**config.mk**
```make
export PLATFORM = sky130hd
export DESIGN_NAME = ifetch_unit
export DESIGN_NICKNAME = d
export VERILOG_FILES = /design/src/rtl/ifetch_unit.sv
export SDC_FILE = /design/constraint.sdc
export NUM_CORES = 1
export LEC_CHECK = 0
export ABC_AREA = 1
export BUFFER_PORTS_ARGS = -buffer_cell sky130_fd_sc_hd__buf_2
export CAP_MARGIN = 15
export CORE_UTILIZATION = 40
export DETAILED_ROUTE_END_ITERATION = 10
export PLACE_DENSITY = 0.63
export SLEW_MARGIN = 10
export SYNTH_ARGS = -nofsm -noshare
export SYNTH_HDL_FRONTEND = slang
export SYNTH_SLANG_ARGS = --single-unit
```
**constraint.sdc**
```tcl
create_clock -name clk -period 11.3 [get_ports clk]
set_clock_uncertainty 0.2 [all_clocks]
set_input_delay 1.13 -clock clk [delete_from_list [all_inputs] [get_ports clk]]
set_output_delay 1.13 -clock clk [all_outputs]
set_load 0.03 [all_outputs]
```
**src/rtl/ifetch_unit.sv**
```systemverilog
// RV32I instruction fetch: owns the PC, issues in-order imem requests under a credit
// scheme, buffers returned words with their PC and flushes in-flight fetches on redirect.
module ifetch_unit #(
  parameter logic [31:0] RESET_PC = 32'h0000_0000,
  parameter int unsigned DEPTH    = 2
) (
  input  logic        clk,
  input  logic        rst,
  output logic        imem_req_valid,
  input  logic        imem_req_ready,
  output logic [31:0] imem_req_addr,
  input  logic        imem_rsp_valid,
  input  logic [31:0] imem_rsp_data,
  input  logic        redirect_valid,
  input  logic [31:0] redirect_pc,
  output logic        inst_valid,
  input  logic        inst_ready,
  output logic [31:0] inst,
  output logic [31:0] inst_pc
);

  localparam int unsigned AW  = $clog2(DEPTH);
  localparam int unsigned CW  = AW + 1;
  localparam int unsigned CW1 = CW + 1;

  logic [31:0]   pc_q, pc_d;
  logic [CW-1:0] outstanding_q, outstanding_d;
  logic [CW-1:0] drop_q, drop_d;
  logic [CW-1:0] count_q, count_d;
  logic [AW-1:0] buf_wr_q, buf_wr_d;
  logic [AW-1:0] buf_rd_q, buf_rd_d;
  logic [AW-1:0] pq_wr_q, pq_wr_d;
  logic [AW-1:0] pq_rd_q, pq_rd_d;

  logic [31:0] buf_data_q [DEPTH];
  logic [31:0] buf_pc_q   [DEPTH];
  logic [31:0] pq_pc_q    [DEPTH];

  logic           accept;
  logic           pop;
  logic           rsp_take;
  logic           discard;
  logic           push;
  logic [CW1-1:0] credit_used;

  always_comb begin
    inst_valid = (count_q != '0);
    pop        = inst_valid & inst_ready & ~redirect_valid;
    // A head popped this cycle frees its slot now, which keeps 1 inst/cycle at DEPTH=2.
    credit_used    = CW1'(outstanding_q) + CW1'(count_q) - CW1'(pop);
    imem_req_valid = ~rst & ~redirect_valid & (credit_used < CW1'(DEPTH));
    imem_req_addr  = pc_q;
    accept         = imem_req_valid & imem_req_ready;
    rsp_take       = imem_rsp_valid & (outstanding_q != '0);
    discard        = rsp_take & (drop_q != '0);
    push           = rsp_take & (drop_q == '0) & ~redirect_valid;
    inst           = inst_valid ? buf_data_q[buf_rd_q] : '0;
    inst_pc        = inst_valid ? buf_pc_q[buf_rd_q]   : '0;
  end

  always_comb begin
    pc_d          = pc_q;
    outstanding_d = outstanding_q;
    drop_d        = drop_q;
    count_d       = count_q;
    buf_wr_d      = buf_wr_q;
    buf_rd_d      = buf_rd_q;
    pq_wr_d       = pq_wr_q;
    pq_rd_d       = pq_rd_q;
    if (redirect_valid) begin
      // Everything still in flight after this cycle's response must be dropped.
      pc_d          = redirect_pc & 32'hFFFF_FFFC;
      outstanding_d = outstanding_q - CW'(rsp_take);
      drop_d        = outstanding_q - CW'(rsp_take);
      count_d       = '0;
      buf_wr_d      = '0;
      buf_rd_d      = '0;
      pq_wr_d       = '0;
      pq_rd_d       = '0;
    end else begin
      if (accept) begin
        pc_d    = pc_q + 32'd4;
        pq_wr_d = pq_wr_q + AW'(1);
      end
      if (push) begin
        buf_wr_d = buf_wr_q + AW'(1);
        pq_rd_d  = pq_rd_q + AW'(1);
      end
      if (pop) begin
        buf_rd_d = buf_rd_q + AW'(1);
      end
      if (discard) begin
        drop_d = drop_q - CW'(1);
      end
      count_d       = count_q + CW'(push) - CW'(pop);
      outstanding_d = outstanding_q + CW'(accept) - CW'(rsp_take);
    end
  end

  always_ff @(posedge clk) begin
    if (rst) begin
      pc_q          <= RESET_PC;
      outstanding_q <= '0;
      drop_q        <= '0;
      count_q       <= '0;
      buf_wr_q      <= '0;
      buf_rd_q      <= '0;
      pq_wr_q       <= '0;
      pq_rd_q       <= '0;
    end else begin
      pc_q          <= pc_d;
      outstanding_q <= outstanding_d;
      drop_q        <= drop_d;
      count_q       <= count_d;
      buf_wr_q      <= buf_wr_d;
      buf_rd_q      <= buf_rd_d;
      pq_wr_q       <= pq_wr_d;
      pq_rd_q       <= pq_rd_d;
    end
  end

  // Storage needs no reset: visibility is governed by count_q and the queue pointers.
  always_ff @(posedge clk) begin
    if (accept) begin
      pq_pc_q[pq_wr_q] <= pc_q;
    end
    if (push && !rst) begin
      buf_data_q[buf_wr_q] <= imem_rsp_data;
      buf_pc_q[buf_wr_q]   <= pq_pc_q[pq_rd_q];
    end
  end

endmodule

```
After elaboration in Yosys (flattened, before gate mapping). Memories as Yosys holds them, arrays and structs flattened. A register that Yosys moved wholly into a read port is not among the register bits. Index checks and enable logic that the tools add are counted.

Output and inout port bits: 98. Memory bits (writable): 192. Memories: 3. Logic and storage cells: 63. Input port bits: 70. Flip-flop bits (word level): 42.

Memory list: buf_data_q (words 2, bits a word 32, read ports 1, clocked after memory_dff 1, write ports 1, RTL line 35) `logic [31:0] buf_data_q [DEPTH];`; buf_pc_q (words 2, bits a word 32, read ports 1, clocked after memory_dff 1, write ports 1, RTL line 36) `logic [31:0] buf_pc_q [DEPTH];`; pq_pc_q (words 2, bits a word 32, read ports 1, clocked after memory_dff 1, write ports 1, RTL line 37) `logic [31:0] pq_pc_q [DEPTH];`.

Mux-type cells: 17. Bitwise gates (word level): 11. Add/subtract/negate cells: 13. Magnitude comparators: 1. Reduce and logical (&&, ||, !) cells: 9.

Operator list (count): $mux W32 (4); $add A32 B3 Y32 const B (1); $mux W1 (10); $reduce_bool A2 Y1 (5); $and A1 B1 Y1 (9); $mux W2 (3); $sub A2 B1 Y2 (3); $add A1 B1 Y1 const B (4); $add A2 B1 Y2 (2); $add A2 B2 Y3 (1); $lt A3 B2 Y1 const B (1); $sub A3 B1 Y3 (1); $logic_not A2 Y1 (1); $not A1 Y1 (2); $reduce_or A2 Y1 (1); $sub A2 B1 Y2 const B (1); $logic_and A1 B1 Y1 (1); $logic_not A1 Y1 (1).

Logic depth before layout (Yosys ltp). Gate-level depths: netlist of the first run.

Depth after elaboration: 10. Depth in mapped cells: 19. Mapped depth without buffers: 18.

Worst setup path before layout of the first run. Ideal clock, no wire load.

Path type: input-to-reg. Start: in rst. End: mem buf_data_q[0][0], enable pin. Stages: 4. Library setup time: 558 ps. Slack: 4815 ps. Path buffers: 1. Data arrival time: 5727 ps. Data required time: 10542 ps. Path through: buf_4 -> inv_4 -> nand2_4 -> nor3_1.

Word-level cells in the longest chain between the ends: 4.

Ends and longest elaborated chain: from (decl) (RTL line 8) `input logic rst,`; $logic_not A1 Y1 (RTL line 127) `if (push && !rst) begin`; $logic_and A1 B1 Y1 (RTL line 127); $mux W1 (RTL line 127); $mux W1 (implied by the code) (RTL line 128) `buf_data_q[buf_wr_q] <= imem_rsp_data;`; to (decl) (RTL line 35).

Every way passes these cells.

Worst setup path after layout of the first run.
Start: reg count_q[0]. End: out imem_req_valid.

Word-level cells in the longest chain between the ends: 6. Elaborated cells between the ends (all ways): 7. Those cells by class: add/sub (2); order compare (1); bitwise (3); reduce/logical (1).

Ends and longest elaborated chain: from (decl) (RTL line 29) `logic [CW-1:0] count_q, count_d;`; from (signal assigned) (RTL line 114) `count_q <= count_d;`; $reduce_bool A2 Y1 (RTL line 47) `inst_valid = (count_q != '0);`; $and A1 B1 Y1 (2 in series) (RTL line 48) `pop = inst_valid & inst_ready & ~redirect_valid;`; net pop (RTL line 40) `logic pop;`; $sub A3 B1 Y3 (RTL line 50) `credit_used = CW1'(outstanding_q) + CW1'(count_q) - CW1'(pop);`; $lt A3 B2 Y1 (RTL line 51) `imem_req_valid = ~rst & ~redirect_valid & (credit_used < CW1'(DEPTH));`; $and A1 B1 Y1 (RTL line 51); to (decl) (RTL line 9) `output logic imem_req_valid,`.

The timed path passes the listed nets, and every way through them passes these cells.

==> reports/results.md, run 1 <==
| Quantity | Reported | Unit |
|---|---|---|
| Outcome | completed | - |
| Total number of cells along the worst setup path | 14 | - |
| Maximum number of buffers from clock root to sink | 3 | - |
| Number of synthesized flops with an enable pin | 184 | - |
| Post-Syn Instances | 905 | - |
| Reg clk slew, reported paths | 0.06 | ns |
| Worst setup path startpoint | count_q[0]$_SDFF_PP0_ | - |
| Count of input and output buffers | 161 | - |
| Worst setup path class | flip-flop to output pin | - |
| Most repeated cell in the gate-level netlist after synthesis | sky130_fd_sc_hd__nand2_1 | - |
| Footprint of the multi-input gates | 0.00283 | mm^2 |
| Unrepaired setup endpoints after global routing | false | - |
| Detail Route Antenna Nets | 0 | - |
| Slowest Stage Delay on Critical Path | 0.63 | ns |
| Core outline area | 0.0235 | mm^2 |
| Post-synthesis average cell area | 10.6 | um^2 |
| CP startpoint kind | flip-flop | - |
| CP dominant cell by count | sky130_fd_sc_hd__nand2_1 | - |
| Die extent in y | 157 | um |
| Area overhead of the layout relative to synthesis | 21.0 | % |
| Critical Path Fanout Max | 63 | - |
| Cell type with the largest total area after synthesis | sky130_fd_sc_hd__edfxtp_1 | - |
| Pleak | 0.00463 | uW |
| Sequential cell area fraction in the yosys report | 0.661 | - |
| Post-detailed-route via-to-cell ratio | 4.82 | - |
| Number of gates resized after cts | 0 | - |
| Final wirelength | 21.4 | mm |
| Achievable clock frequency | 0.207 | GHz |
| Min cycle time layout | 4.83 | ns |
| Synth async-reset ratio | 0 | - |
| Sequential cell area | 0.00637 | mm^2 |
| Setup slack of the most critical reg-to-reg path | 6.77 | ns |
| Detailed-placement wirelength estimate | 13.2 | mm |
| DRC violations left | 0 | - |
| First-pass GRT wire length | 32.2 | mm |
| Unique cell type count in the Yosys netlist | 35 | - |
| Maximum number of pins on one net before global-route repair | 64 | - |
| Crit-path leading delay family | buffers and inverters | - |
| Clock latency on the worst-skew pair | 0.51 | ns |
| Number of core rows | 56 | - |
| Worst R2R Start | count_q[0]$_SDFF_PP0_ | - |
| Worst path bufs/invs | 4 | - |
| Final max-slew violation count | 0 | - |
| Top_reg_cell synth | sky130_fd_sc_hd__edfxtp_1 | - |
| Total negative slack | 0 | ns |
| Type of the worst min-delay path | flip-flop to flip-flop | - |
| R2R cell count | 18 | - |
| Crit-path cells | nor2_4 -> buf_4 -> inv_1 -> nand2_1 -> nor2_1 -> ha_1 -> or2_2 -> fa_1 -> inv_1 -> nand2_1 -> nand2_1 -> nand2_1 -> nor2_1 -> buf_2 | - |
| Via total after detailed routing | 6756 | - |
| Top post-synthesis cells by count | sky130_fd_sc_hd__nand2_1 (274), sky130_fd_sc_hd__edfxtp_1 (184), sky130_fd_sc_hd__a21oi_1 (93), sky130_fd_sc_hd__inv_1 (71), sky130_fd_sc_hd__nand3_1 (56) | - |
| Critical Path RT | 9.97 | ns |
| Post-detailed-route wirelength per cell | 15.3 | um |
| PwrDens | 173 | mW/mm^2 |
| Hold-fix buffers at CTS | 0 | - |
| Normalized max-slew margin | 0.378 | - |
| Final number of setup-violating endpoints | 0 | - |
| Critical Path AT | 3.50 | ns |
| Portion of synthesized cell area occupied by the leading cell type | 0.574 | - |
| Nature of the critical path endpoint | output pin | - |
| Layout cells sized above 1 | 0.247 | - |
| Count of clock tree sinks | 226 | - |
| Weighted congestion reported at the end of routability-driven placement | 0.872 | - |
| Fin Hold WS | 0.266 | ns |
| Number of optimization iterations in the first detailed-route pass | 6 | - |
| Die area | 0.0247 | mm^2 |
| Max VDD drop | 0.100 | mV |
| Post-synthesis register bit count | 226 | - |
| Transition time at the pin with the least slew margin | 0.933 | ns |
| Final Hold Fails | 0 | - |
| Number of antenna cells inserted | 0 | - |
| Starting density of the core | 0.409 | - |
| CTS root buf | sky130_fd_sc_hd__clkbuf_16 | - |
| Number of global-route vias before repair | 6056 | - |
| Die X | 157 | um |
| Number of maximum-capacitance constraint violations | 0 | - |
| Fill cell count | 2148 | - |
| Period utilisation layout | 0.428 | - |
| Max H-tree Level | 1 | - |
| DRC marker count from the first detailed-route iteration | 337 | - |
| Total gr overflow | 0 | - |
| Boundary pin count | 168 | - |
| Yosys Warn Count | 0 | - |
| Mapped cell area | 0.00963 | mm^2 |
| Terminus of the critical flop-to-flop path | outstanding_q[1]$_SDFF_PP0_ | - |
| Worst setup path endpoint | imem_req_valid | - |
| Cell types with the largest area share after synthesis | sky130_fd_sc_hd__edfxtp_1 (57%), sky130_fd_sc_hd__nand2_1 (11%), sky130_fd_sc_hd__dfxtp_1 (8.7%) | - |
| Final-stage net count | 1145 | - |
| Clock tree from TritonCTS | built | - |
| Total GRT Usage | 0.171 | - |
| Num CTS Buffers | 24 | - |
| Post-CTS setup buffers | 0 | - |
| Slowest CP cell | sky130_fd_sc_hd__buf_4 | - |
| Antenna violations before repair | 0 | - |
-- where the power goes --
group | internal (uW) | switching [uW]
logic | 62.9 | 124
clock network | 544 | 321
registers | 939 | 23.9
-- placed cells by master (no fill, tap or decap), types with 2 or more instances in the layout --
cell type	count
sky130_fd_sc_hd__nand2_1	274
sky130_fd_sc_hd__edfxtp_1	184
sky130_fd_sc_hd__buf_2	161
sky130_fd_sc_hd__a21oi_1	93
sky130_fd_sc_hd__inv_1	71
sky130_fd_sc_hd__nand3_1	56
sky130_fd_sc_hd__nor2_1	42
sky130_fd_sc_hd__dfxtp_1	41
sky130_fd_sc_hd__mux2_2	30
sky130_fd_sc_hd__clkbuf_16	25
sky130_fd_sc_hd__o21ai_0	17
sky130_fd_sc_hd__ha_1	9
sky130_fd_sc_hd__buf_4	8
sky130_fd_sc_hd__nor2_2	6
sky130_fd_sc_hd__bufinv_16	6
sky130_fd_sc_hd__clkinvlp_4	6
sky130_fd_sc_hd__xnor2_1	5
sky130_fd_sc_hd__or2_2	4
sky130_fd_sc_hd__xor2_1	4
sky130_fd_sc_hd__a31oi_1	4
sky130_fd_sc_hd__conb_1	4
sky130_fd_sc_hd__nor2_4	3
sky130_fd_sc_hd__inv_2	3
sky130_fd_sc_hd__clkinv_2	3
sky130_fd_sc_hd__and2_1	3
sky130_fd_sc_hd__o21bai_1	3
sky130_fd_sc_hd__nor3_2	2
sky130_fd_sc_hd__nand2_2	2
sky130_fd_sc_hd__clkinv_4	2
sky130_fd_sc_hd__inv_6	2
-- tightest hold or removal path: stages (launching register included) --
cell and delay, ns:
sky130_fd_sc_hd__dfxtp_1 0.30, sky130_fd_sc_hd__inv_1 0.07, sky130_fd_sc_hd__a21oi_1 0.06
-- cells by family after synthesis --
| family | synth area share |
|---|---|
| xor gates and xnor gates | 0.00818 |
| and+or+nand+nor | 0.169 |
| DFF | 0.661 |
| adders and majority gates | 0.0138 |
| AOI/OAI and AO/OA | 0.0645 |
| buffers and inverters | 0.0486 |
| other | 0.000389 |
| muxes | 0.0351 |
-- flip-flops by register name, indices dropped and copies added, names as in the netlist, named ones only --
name / flops
buf_data_q: 64
buf_pc_q: 60
buf_rd_q: 1
buf_wr_q: 1
count_q: 2
drop_q: 2
imem_req_addr: 30
outstanding_q: 2
pq_pc_q: 60
pq_rd_q: 1
pq_wr_q: 1
-- metal layers --
metal  share of wire  global-route usage  up-vias  wire, um
li1                -                   -     3378         -
met1            0.44               0.219     3163      9420
met2            0.48               0.297      189     10200
met3           0.068              0.0328       26      1450
met4           0.014              0.0402        0       290
met5               0                   0        -         0
-- through the flow --
step,cell area [um^2],std cells,worst slack [ns],power [uW],utilization
finish,11700,1402,6.47,2010,0.495
global route,11700,1402,6.15,2090,0.495
CTS,11700,1402,6.38,2040,0.495
detailed placement,10800,1358,6.44,1170,0.457
global placement,10800,1358,6.45,1160,0.457
floorplan,9650,908,4.81,1110,-
-- area by class of cell --
class / count / share of cell area
clock buffer: 25 / 0.0537
inverter: 76 / 0.0248
tap: 319 / 0.0342
multi-input combinational: 568 / 0.243
clock inverter: 19 / 0.0235
sequential: 226 / 0.546
timing repair buffer: 169 / 0.0743
-- how the worst min path moves through the flow --
| stage | from | end | slack, ns | cells past startpoint |
|---|---|---|---|---|
| 2_1_floorplan | pq_rd_q$_SDFFE_PP0P_ | flip-flop | 0.25 | 2 |
| 5_1_grt | buf_rd_q$_SDFFE_PP0P_ | buf_rd_q$_SDFFE_PP0P_ | 0.30 | 2 |
| 3_3_place_gp | buf_rd_q$_SDFFE_PP0P_ | flip-flop | 0.25 | 2 |
| 3_5_place_dp | buf_rd_q$_SDFFE_PP0P_ | flip-flop | 0.26 | 2 |
| 6_report | buf_rd_q$_SDFFE_PP0P_ | flip-flop | 0.27 | 2 |
| 4_1_cts | buf_rd_q$_SDFFE_PP0P_ | flip-flop | 0.27 | 2 |
Power figures use the tool's default switching activity.
==> run 2: changes to the inputs <==
- PLACE_DENSITY: 0.63 -> 0.66
- clock period: 11.3 -> 4.3 ns (I/O delays scaled with it)
==> run 2 against run 1 <==
  * Count of clock-buffer cells in the layout is 6 higher
  * Clock power increased by 140%
  * Die area unchanged
  * Largest cell class unchanged
  * Non-clock buffer count up 36
==> reports/results.md, run 2 (same netlist as run 1, synthesis figures left out) <==
| Quantity | Reported | Unit | Change |
|---|---|---|---|
| Weighted congestion reported at the end of routability-driven placement | 0.924 | - | +5.9% |
| Most heavily used metal layer in global routing | met2 | - |  |
| Critical Path RT | 4.47 | ns | -5.50 ns |
| Total GRT Usage | 0.178 | - | +0.00758 |
| Final core utilization | 0.507 | - | +0.0115 |
| First-pass GRT wire length | 33.8 | mm | +4.7% |
| Transition time at the pin with the least slew margin | 0.897 | ns | -0.0357 ns |
| Nature of the critical path endpoint | flip-flop | - |  |
| Period utilisation layout | 0.813 | - |  |
| Detail Route Antenna Nets | 0 | - | unchanged |
| Slowest Stage Delay on Critical Path | 0.52 | ns | -0.11 ns |
| DRC violations left | 0 | - | unchanged |
| Worst R2R Start | count_q[1]$_SDFF_PP0_ | - |  |
| Type of the worst min-delay path | input pin to flip-flop | - |  |
| Number of global-route vias before repair | 6375 | - | +5.3% |
| Most frequent standard cell in the layout excluding fill and tap cells | sky130_fd_sc_hd__nand2_1 | - |  |
| Achievable clock frequency | 0.286 | GHz |  |
| Met1 Usage GRT | 0.234 | - | +0.0156 |
| Total gr overflow | 0 | - | unchanged |
| Critical Path Fanout Max | 4 | - | -94% |
| Total negative slack | 0 | ns | unchanged |
| Unrepaired setup endpoints after global routing | false | - |  |
| Clock tree from TritonCTS | built | - |  |
| Cell internal power dissipation | 3940 | uW | +150% |
| Regs by FF count | buf_data_q: 64 flops, buf_pc_q: 60 flops, pq_pc_q: 60 flops | - |  |
| Startpoint of the lowest-slack hold path | redirect_pc[2] | - |  |
| Outcome | completed | - |  |
| Post-detailed-route wirelength per cell | 15.5 | um | +1.7% |
| Most frequent cells in the layout | sky130_fd_sc_hd__nand2_1 (274), sky130_fd_sc_hd__edfxtp_1 (184), sky130_fd_sc_hd__buf_2 (161) | - |  |
| GR met3 Demand/Resource | 0.0286 | - | -0.00413 |
| Reg clk slew, reported paths | 0.06 | ns | about the same |
| Number of optimization iterations in the first detailed-route pass | 4 | - | -2 |
| Die extent in y | 157 | um | unchanged |
| Number of antenna cells inserted | 0 | - | unchanged |
| Sequential cell area | 0.00637 | mm^2 | about the same |
| Crit-path cells | nor2_4 -> inv_1 -> nand2_1 -> nor2_1 -> ha_1 -> or2_2 -> fa_1 -> inv_1 -> nor2_4 -> nand3_4 -> ha_1 -> inv_1 -> ha_1 -> xor2_1 -> or2_2 -> nand3_1 -> a21oi_1 | - |  |
| Max H-tree Level | 1 | - | unchanged |
| Number of maximum-capacitance constraint violations | 0 | - | unchanged |
| Maximum number of pins on one net before global-route repair | 63 | - | -1.6% |
| CP startpoint kind | flip-flop | - |  |
| Count of clock tree sinks | 226 | - | unchanged |
| Clock power frac | 0.407 | - | -0.022 |
| Worst setup path class | flip-flop to flip-flop | - |  |
| Normalized max-slew margin | 0.402 | - | +0.0238 |
| Maximum number of buffers from clock root to sink | 3 | - | unchanged |
| Core outline area | 0.0235 | mm^2 | unchanged |
| Boundary pin count | 168 | - | unchanged |
| Flip-flop count of the largest register after layout | 64 | - | unchanged |
| Clock latency on the worst-skew pair | 0.51 | ns | about the same |
| Die X | 157 | um | unchanged |
| Net switching power of the design | 1200 | uW | +160% |
| Sequential power share | 0.494 | - | +0.016 |
| Register name with the most flops | buf_data_q | - |  |
| Footprint of the multi-input gates | 0.00283 | mm^2 | unchanged |
| PwrDens | 431 | mW/mm^2 | +150% |
| Area overhead of the layout relative to synthesis | 23.8 | % |  |
| Via total after detailed routing | 6923 | - | +2.5% |
| Num CTS Buffers | 24 | - | unchanged |
| Detailed-placement wirelength estimate | 13.7 | mm | +3.8% |
| DRC marker count from the first detailed-route iteration | 405 | - | +20% |
| Pleak | 0.00476 | uW | +2.8% |
| Fill cell count | 2128 | - | -0.93% |
| Final number of setup-violating endpoints | 0 | - | unchanged |
| Final wirelength | 22.3 | mm | +4.3% |
| Final-stage net count | 1181 | - | +3.1% |
| Post-CTS setup buffers | 0 | - | unchanged |
| Worst setup path startpoint | count_q[1]$_SDFF_PP0_ | - |  |
| Final Hold Fails | 0 | - | unchanged |
| Count of input and output buffers | 161 | - | unchanged |
| Critical Path AT | 3.66 | ns | +0.16 ns |
| Max VDD drop | 0.269 | mV | +170% |
| CTS root buf | sky130_fd_sc_hd__clkbuf_16 | - |  |
| Number of core rows | 56 | - | unchanged |
| Post-detailed-route via-to-cell ratio | 4.82 | - | about the same |
| M2 GR Usage | 0.305 | - | +0.00843 |
| Final max-slew violation count | 0 | - | unchanged |
| Slowest CP cell | sky130_fd_sc_hd__fa_1 | - |  |
| Number of gates resized after cts | 0 | - | unchanged |
| Die area | 0.0247 | mm^2 | unchanged |
| Combinational Power Share | 0.100 | - | +0.007 |
| Sw Share | 0.234 | - | +0.00104 |
| Min cycle time layout | 3.50 | ns |  |
| Layout cells sized above 1 | 0.233 | - | -0.0131 |
| Starting density of the core | 0.409 | - | unchanged |
| Antenna violations before repair | 0 | - | unchanged |
[run 2: power groups by stage]
stage                     Combinational [uW]  Sequential [uW]  Clock, uW
final                                    512             2540       2090
after CTS                                517             2540       2140
after detailed placement                 488             2590          0
after global routing                     569             2550       2230
after floorplan                          319             2590          0
after global placement                   477             2580          0
[run 2: stage by stage]
stage          total power [uW]  cell area (um^2)  setup WS (ns)  hold slack (ns)  instances
6_report                   5150             11900          0.802           0.0214       1437
5_1_grt                    5350             11900          0.582           0.0220       1437
4_1_cts                    5200             11900          0.777          0.00331       1437
3_5_place_dp               3070             10800          0.800            0.259       1359
3_3_place_gp               3060             10800          0.867            0.252       1359
2_1_floorplan              2910              9650          -1.49            0.247        908
[run 2: layout make-up]
type	count	share of cell area
flip-flops and latches	226	0.534
clock buffers	31	0.0569
repair buffers	205	0.103
inverters	76	0.0242
multi-input cells	568	0.238
clock inverters	12	0.0112
well taps	319	0.0335
[run 2: final timing paths]
kind	end	slack, ns	cells after the start
worst max-delay path	outstanding_q[1]$_SDFF_PP0_	0.80	17
worst min-delay path	imem_req_addr[2]$_SDFFE_PP0P_	0.02	3
worst max register to register	outstanding_q[1]$_SDFF_PP0_	0.80	17
worst min register to register	buf_rd_q$_SDFFE_PP0P_	0.27	2
[run 2: timing repair]
| item | CTS | global route |
|---|---|---|
| setup endpoints to repair | 0 | 0 |
| hold endpoints to repair | 67 | 0 |
| hold buffers | 35 | 0 |
[run 2: critical path: cells and delay by family, from the launching register on]
family | cells | cell delay (ns)
buffers and inverters | 3 | 0.18
XOR/XNOR | 1 | 0.15
flip-flops | 1 | 0.42
adder cells (fa/ha/maj) | 4 | 1.22
AO/OA/AOI/OAI | 1 | 0.07
AND/OR/NAND/NOR | 8 | 1.12
[run 2: layer usage]
layer / routed length (um) / part of all wire / vias up
li1: - / - / 3439
met1: 9910 / 0.44 / 3229
met2: 10600 / 0.48 / 227
met3: 1440 / 0.064 / 28
met4: 354 / 0.016 / 0
met5: 0 / 0 / -
